===== src/rtl/vgpr_wr_arbiter.sv =====
// VGPR write-port arbiter: one registered one-hot grant per cycle among 8 ALU
// write-backs (round-robin) and the LSU (priority, bounded by a burst limit).
module vgpr_wr_arbiter #(
  parameter int unsigned LSU_MAX_BURST = 4
) (
  input  logic        clk,
  input  logic        rst,
  input  logic        simd0_wr_req,
  input  logic        simd1_wr_req,
  input  logic        simd2_wr_req,
  input  logic        simd3_wr_req,
  input  logic        simf0_wr_req,
  input  logic        simf1_wr_req,
  input  logic        simf2_wr_req,
  input  logic        simf3_wr_req,
  input  logic        lsu_wr_req,
  output logic [15:0] rfa_select_fu,
  output logic        rfa_grant_valid,
  output logic [3:0]  rfa_lsu_burst_cnt
);

  localparam int unsigned N_ALU  = 8;
  localparam int unsigned N_REQ  = 9;
  localparam int unsigned SEL_W  = 16;
  localparam int unsigned CNT_W  = 4;
  localparam int unsigned PTR_W  = 3;
  localparam int unsigned LSU_IX = 8;

  logic [SEL_W-1:0] r_sel;
  logic             r_grant_valid;
  logic [CNT_W-1:0] r_burst;
  logic [PTR_W-1:0] r_rr_ptr;

  logic [N_REQ-1:0] w_req;
  logic [N_REQ-1:0] w_elig;
  logic             w_alu_elig;
  logic             w_alu_pending;
  logic             w_lsu_elig;
  logic             w_alu_found;
  logic [PTR_W-1:0] w_alu_idx;
  logic [PTR_W-1:0] w_cand;
  logic [SEL_W-1:0] w_next_sel;
  logic [CNT_W-1:0] w_next_burst;
  logic [PTR_W-1:0] w_next_rr;

  assign w_req = {lsu_wr_req,
                  simf3_wr_req, simf2_wr_req, simf1_wr_req, simf0_wr_req,
                  simd3_wr_req, simd2_wr_req, simd1_wr_req, simd0_wr_req};

  // ALU requesters granted this cycle are masked so a late-dropped request is
  // not granted twice; the LSU is a streaming source and may be granted back to back.
  assign w_elig        = {w_req[LSU_IX], w_req[N_ALU-1:0] & ~r_sel[N_ALU-1:0]};
  assign w_alu_elig    = |w_elig[N_ALU-1:0];
  assign w_alu_pending = |w_req[N_ALU-1:0];
  assign w_lsu_elig    = w_elig[LSU_IX];

  // Round-robin search over ALU requesters starting at r_rr_ptr.
  always_comb begin
    w_alu_found = 1'b0;
    w_alu_idx   = '0;
    w_cand      = '0;
    for (int i = 0; i < int'(N_ALU); i++) begin
      w_cand = r_rr_ptr + PTR_W'(i);
      if (!w_alu_found && w_elig[w_cand]) begin
        w_alu_found = 1'b1;
        w_alu_idx   = w_cand;
      end
    end
  end

  // Grant selection, pointer and burst-counter update.
  always_comb begin
    w_next_sel   = '0;
    w_next_rr    = r_rr_ptr;
    w_next_burst = r_burst;
    if (w_lsu_elig && (!w_alu_elig || (r_burst < CNT_W'(LSU_MAX_BURST)))) begin
      w_next_sel[LSU_IX] = 1'b1;
      if (w_alu_pending && (r_burst != {CNT_W{1'b1}})) begin
        w_next_burst = r_burst + CNT_W'(1);
      end
    end else if (w_alu_found) begin
      w_next_sel[w_alu_idx] = 1'b1;
      w_next_rr             = w_alu_idx + PTR_W'(1);
      w_next_burst          = '0;
    end else begin
      w_next_burst = '0;
    end
  end

  always_ff @(posedge clk) begin
    if (rst) begin
      r_sel         <= '0;
      r_grant_valid <= 1'b0;
      r_burst       <= '0;
      r_rr_ptr      <= '0;
    end else begin
      r_sel         <= w_next_sel;
      r_grant_valid <= |w_next_sel;
      r_burst       <= w_next_burst;
      r_rr_ptr      <= w_next_rr;
    end
  end

  assign rfa_select_fu     = r_sel;
  assign rfa_grant_valid   = r_grant_valid;
  assign rfa_lsu_burst_cnt = r_burst;

endmodule


===== config.mk =====
export PLATFORM = sky130hd
export DESIGN_NAME = vgpr_wr_arbiter
export DESIGN_NICKNAME = d
export VERILOG_FILES = /design/src/rtl/vgpr_wr_arbiter.sv
export SDC_FILE = /design/constraint.sdc
export NUM_CORES = 1
export LEC_CHECK = 0
export ABC_AREA = 1
export CORE_MARGIN = 5
export CORE_UTILIZATION = 28
export DETAILED_ROUTE_END_ITERATION = 10
export GPL_ROUTABILITY_DRIVEN = 0
export PLACE_DENSITY = 0.51
export SETUP_SLACK_MARGIN = 0.5
export SLEW_MARGIN = 30
export SYNTH_ARGS = -nofsm -noshare
export SYNTH_HDL_FRONTEND = slang
export SYNTH_SLANG_ARGS = --single-unit

===== constraint.sdc =====
create_clock -name clk -period 6.9 [get_ports clk]
set_input_delay 1.035 -clock clk [delete_from_list [all_inputs] [get_ports clk]]
set_output_delay 1.035 -clock clk [all_outputs]
set_load 0.1 [all_outputs]

==> run summary <==
By area the synthesized netlist is led by sky130_fd_sc_hd__dfxtp_1, sky130_fd_sc_hd__nand3_1, sky130_fd_sc_hd__nand2_1, sky130_fd_sc_hd__nand3_2, sky130_fd_sc_hd__inv_1. Data arrives at the worst endpoint at around 1800 ps. The longest clock path from root to sink contains 2 buffers.

The full die area is a little over 0.007 sq mm. The headroom to the max-slew limit is 0.346. The most used flip-flop cell after synthesis is sky130_fd_sc_hd__dfxtp_1. The antenna diode instance count is 0. The proportion of layout cells with a drive suffix above 1 is 0.189. The flow ran to the end, and the final reports show no timing, DRC or antenna violations. The most frequently used cell type in the post-synthesis netlist is sky130_fd_sc_hd__nand2_1. The number of different library cells in the post-synthesis netlist came out at 31. The sum of overflow across all layers after global routing is 0.

The number of fill cells in the layout is ~600. The region available for standard cell placement spans 0.00551 sq mm. In this run the core area contains 27 standard-cell rows. The slew of the pin with the lowest slew margin is around 1000 ps. The first-pass GRT wire length came out at about 7000 um. 32 I/O pins were placed. The violation count after the first detailed-route iteration is roughly 100.

The count of buffers added by post-CTS timing repair for setup is 0. The starting density of the core is 0.287. Buffers inserted during clock tree synthesis total 3. The cell at the slowest stage of the critical path is sky130_fd_sc_hd__clkdlybuf4s50_1. For the worst-skew pair, the clock arrives at the later sink with an insertion delay of about 250 ps. sky130_fd_sc_hd__dfxtp_1 takes more of the synthesized area than any other cell. The worst setup skew after layout came out at 3.55 ps. Final hold analysis gives a worst-case slack of 498 ps. The post-route DRC violation count is 0. Dividing the final minimum period by the clock period gives 0.417. The critical path's top delay family is buffers and inverters. The commonest cells after synthesis are sky130_fd_sc_hd__nand2_1, sky130_fd_sc_hd__nand3_1, sky130_fd_sc_hd__inv_1. The count of buffers added on input and output ports is 24.

The signal on the critical path passes through clkdlybuf4s50_1. After clock tree synthesis, the clock-pin slew on the worst setup and hold paths is 70 ps. The post-detailed-placement half-perimeter wirelength is 3410 um. In this run the static leakage power is 0.873 nW. The hold violation count in the final report was 0. The combined area of the multi-input logic cells came out at 0.00104 sq mm.

The type of element launching the critical path is a flip-flop. The final count of negative-setup-slack endpoints is 0. The floorplan step set the die width to 85.1 um. The number of buffers and inverters on the critical path came out at 1. The post-cts sizing count is 0. The clock sink count came out at 17.

The worst setup path is captured at an output pin. The highest cell delay on the worst timing path came out at 1170 ps. After technology mapping, the gate count stands at between 200 and 250. The height of the die is 85.1 um.

The share of the Yosys chip area taken by registers is 0.216. The max-slew violation total from the final report was 0. The synthesized area came out at between 0.0015 and 0.002 sq mm.

The via-per-instance ratio is 4.61. The area share of the largest cell type after synthesis is 0.216. After clock tree synthesis, the flow added hold-fix buffers numbering 0. The overall global routing resource usage is 0.115. The overall via count from detail_route is approximately 1,600. The path class of the tightest hold or removal check is reg -> reg. Entering global routing, the biggest net connects 13 pins. The number of antenna violations at the first check in global routing came out at 0. VDD sags by at most roughly 0.16 mV. The kind of critical path is reg -> out. The number of max-capacitance violations reported is 0. TritonCTS built the clock tree. In the final routed layout, each cell accounts on average for around 12 um. The area added between synthesis and finish came out at 19.7%.

The count of antenna-violating nets left after detailed routing came out at 0. The final layout contains 280 nets. For the final routed database, the setup TNS stands at 0 ps. Wires add up to 4030 um.

The number of search-and-repair iterations in the first detailed-routing pass came out at 4. The finished layout holds 337 standard cells, fillers aside. The number of enable flip-flop cells after synthesis came out at 0. The placed cell count came out at roughly 330. The count of yosys warnings during synthesis is 0. Along the worst path, the maximum fanout reaches 6.

Setup repair after global routing left no endpoint under its margin. Counting flops and latches in the post-synthesis netlist gives 17. The number of global-route vias before repair came out at 1,512. The upper clock frequency limit came out at 347 MHz. The area taken by flip-flops and latches is about 340 sq um. After synthesis, the mean cell area works out to 6.52 sq um. CTS built an H-tree with a depth of 1. The final critical-path required period is 2880 ps. In this run the clock root is driven by a sky130_fd_sc_hd__clkbuf_8.

The power per unit of standard cell area came out at about 500 mW/mm^2. The required time at the worst-slack endpoint is 5860 ps. Counting flops with an async set or reset pin after synthesis yields a share of 0.
## area by class of cell
type,count,area share
clock inverters,1,0.00265
well taps,72,0.0477
multi-input cells,185,0.550
flip-flops and latches,17,0.180
clock buffers,3,0.0218
inverters,35,0.0708
repair buffers,24,0.127
## flip-flops by register name (all words and copies together) (netlist names)
name and cells:
r_rr_ptr 3, rfa_select_fu 9, rfa_grant_valid 1, rfa_lsu_burst_cnt 4
## path summary, 6_finish.rpt
path | startpoint | end | slack (ps) | cells past startpoint
worst min register to register | rfa_lsu_burst_cnt[3] | rfa_lsu_burst_cnt[3] | 500 | 1
worst max-delay path | rfa_lsu_burst_cnt[2] | rfa_lsu_burst_cnt[2] | 4020 | 1
worst max register to register | r_rr_ptr[1] | r_rr_ptr[2] | 4090 | 14
worst min-delay path | rfa_lsu_burst_cnt[3] | rfa_lsu_burst_cnt[3] | 500 | 1
## layout by cell type, fill, tap and decap left out, types with 2 or more instances in the layout
cell type | netlist | routed
sky130_fd_sc_hd__inv_1 | 23 | 23
sky130_fd_sc_hd__nand2_1 | 54 | 54
sky130_fd_sc_hd__clkbuf_8 | 0 | 3
sky130_fd_sc_hd__o21ai_0 | 4 | 4
sky130_fd_sc_hd__nand4_1 | 5 | 5
sky130_fd_sc_hd__nor3_2 | 2 | 2
sky130_fd_sc_hd__a21oi_1 | 6 | 6
sky130_fd_sc_hd__nor2_2 | 3 | 3
sky130_fd_sc_hd__nand2_2 | 7 | 7
sky130_fd_sc_hd__ha_1 | 3 | 3
sky130_fd_sc_hd__a221oi_1 | 2 | 2
sky130_fd_sc_hd__nor2_1 | 20 | 20
sky130_fd_sc_hd__nand3_2 | 17 | 17
sky130_fd_sc_hd__dfxtp_1 | 17 | 17
sky130_fd_sc_hd__nand3_1 | 42 | 42
sky130_fd_sc_hd__o21ai_1 | 2 | 2
sky130_fd_sc_hd__clkdlybuf4s50_1 | 0 | 24
sky130_fd_sc_hd__conb_1 | 1 | 7
sky130_fd_sc_hd__inv_2 | 10 | 10
sky130_fd_sc_hd__nor4_1 | 2 | 2
sky130_fd_sc_hd__xnor2_2 | 2 | 2
## stage by stage
step / instance area [sq um] / power [mW] / utilization / worst slack, ps
detailed placement: 1840 / 0.865 / 0.335 / 3830
floorplan: 1600 / 0.738 / - / 4480
global route: 1890 / 1.03 / 0.343 / 3820
global placement: 1840 / 0.871 / 0.335 / 3820
finish: 1890 / 0.941 / 0.343 / 4020
CTS: 1890 / 0.945 / 0.343 / 4020
## power by group
| group | internal (mW) | leakage, nW | switching, mW |
|---|---|---|---|
| registers | 0.116 | 0.139 | 0.0304 |
| logic | 0.206 | 0.709 | 0.514 |
| clock network | 0.0401 | 0.0255 | 0.0342 |
## routing by layer
layer	share of wire	track usage	vias up
met4	0.017	0.0388	0
li1	-	-	822
met3	0.046	0.00971	6
met5	0	0	-
met2	0.45	0.193	36
met1	0.48	0.153	688
## cells by family after synthesis
logic type      share of synthesized area
buf+inv                             0.140
compound gates                     0.0594
xor+xnor                           0.0436
simple gates                        0.515
other cells                       0.00237
fa+ha+maj                          0.0238
flops                               0.216
Note: power is estimated with default switching activity, not from simulation.
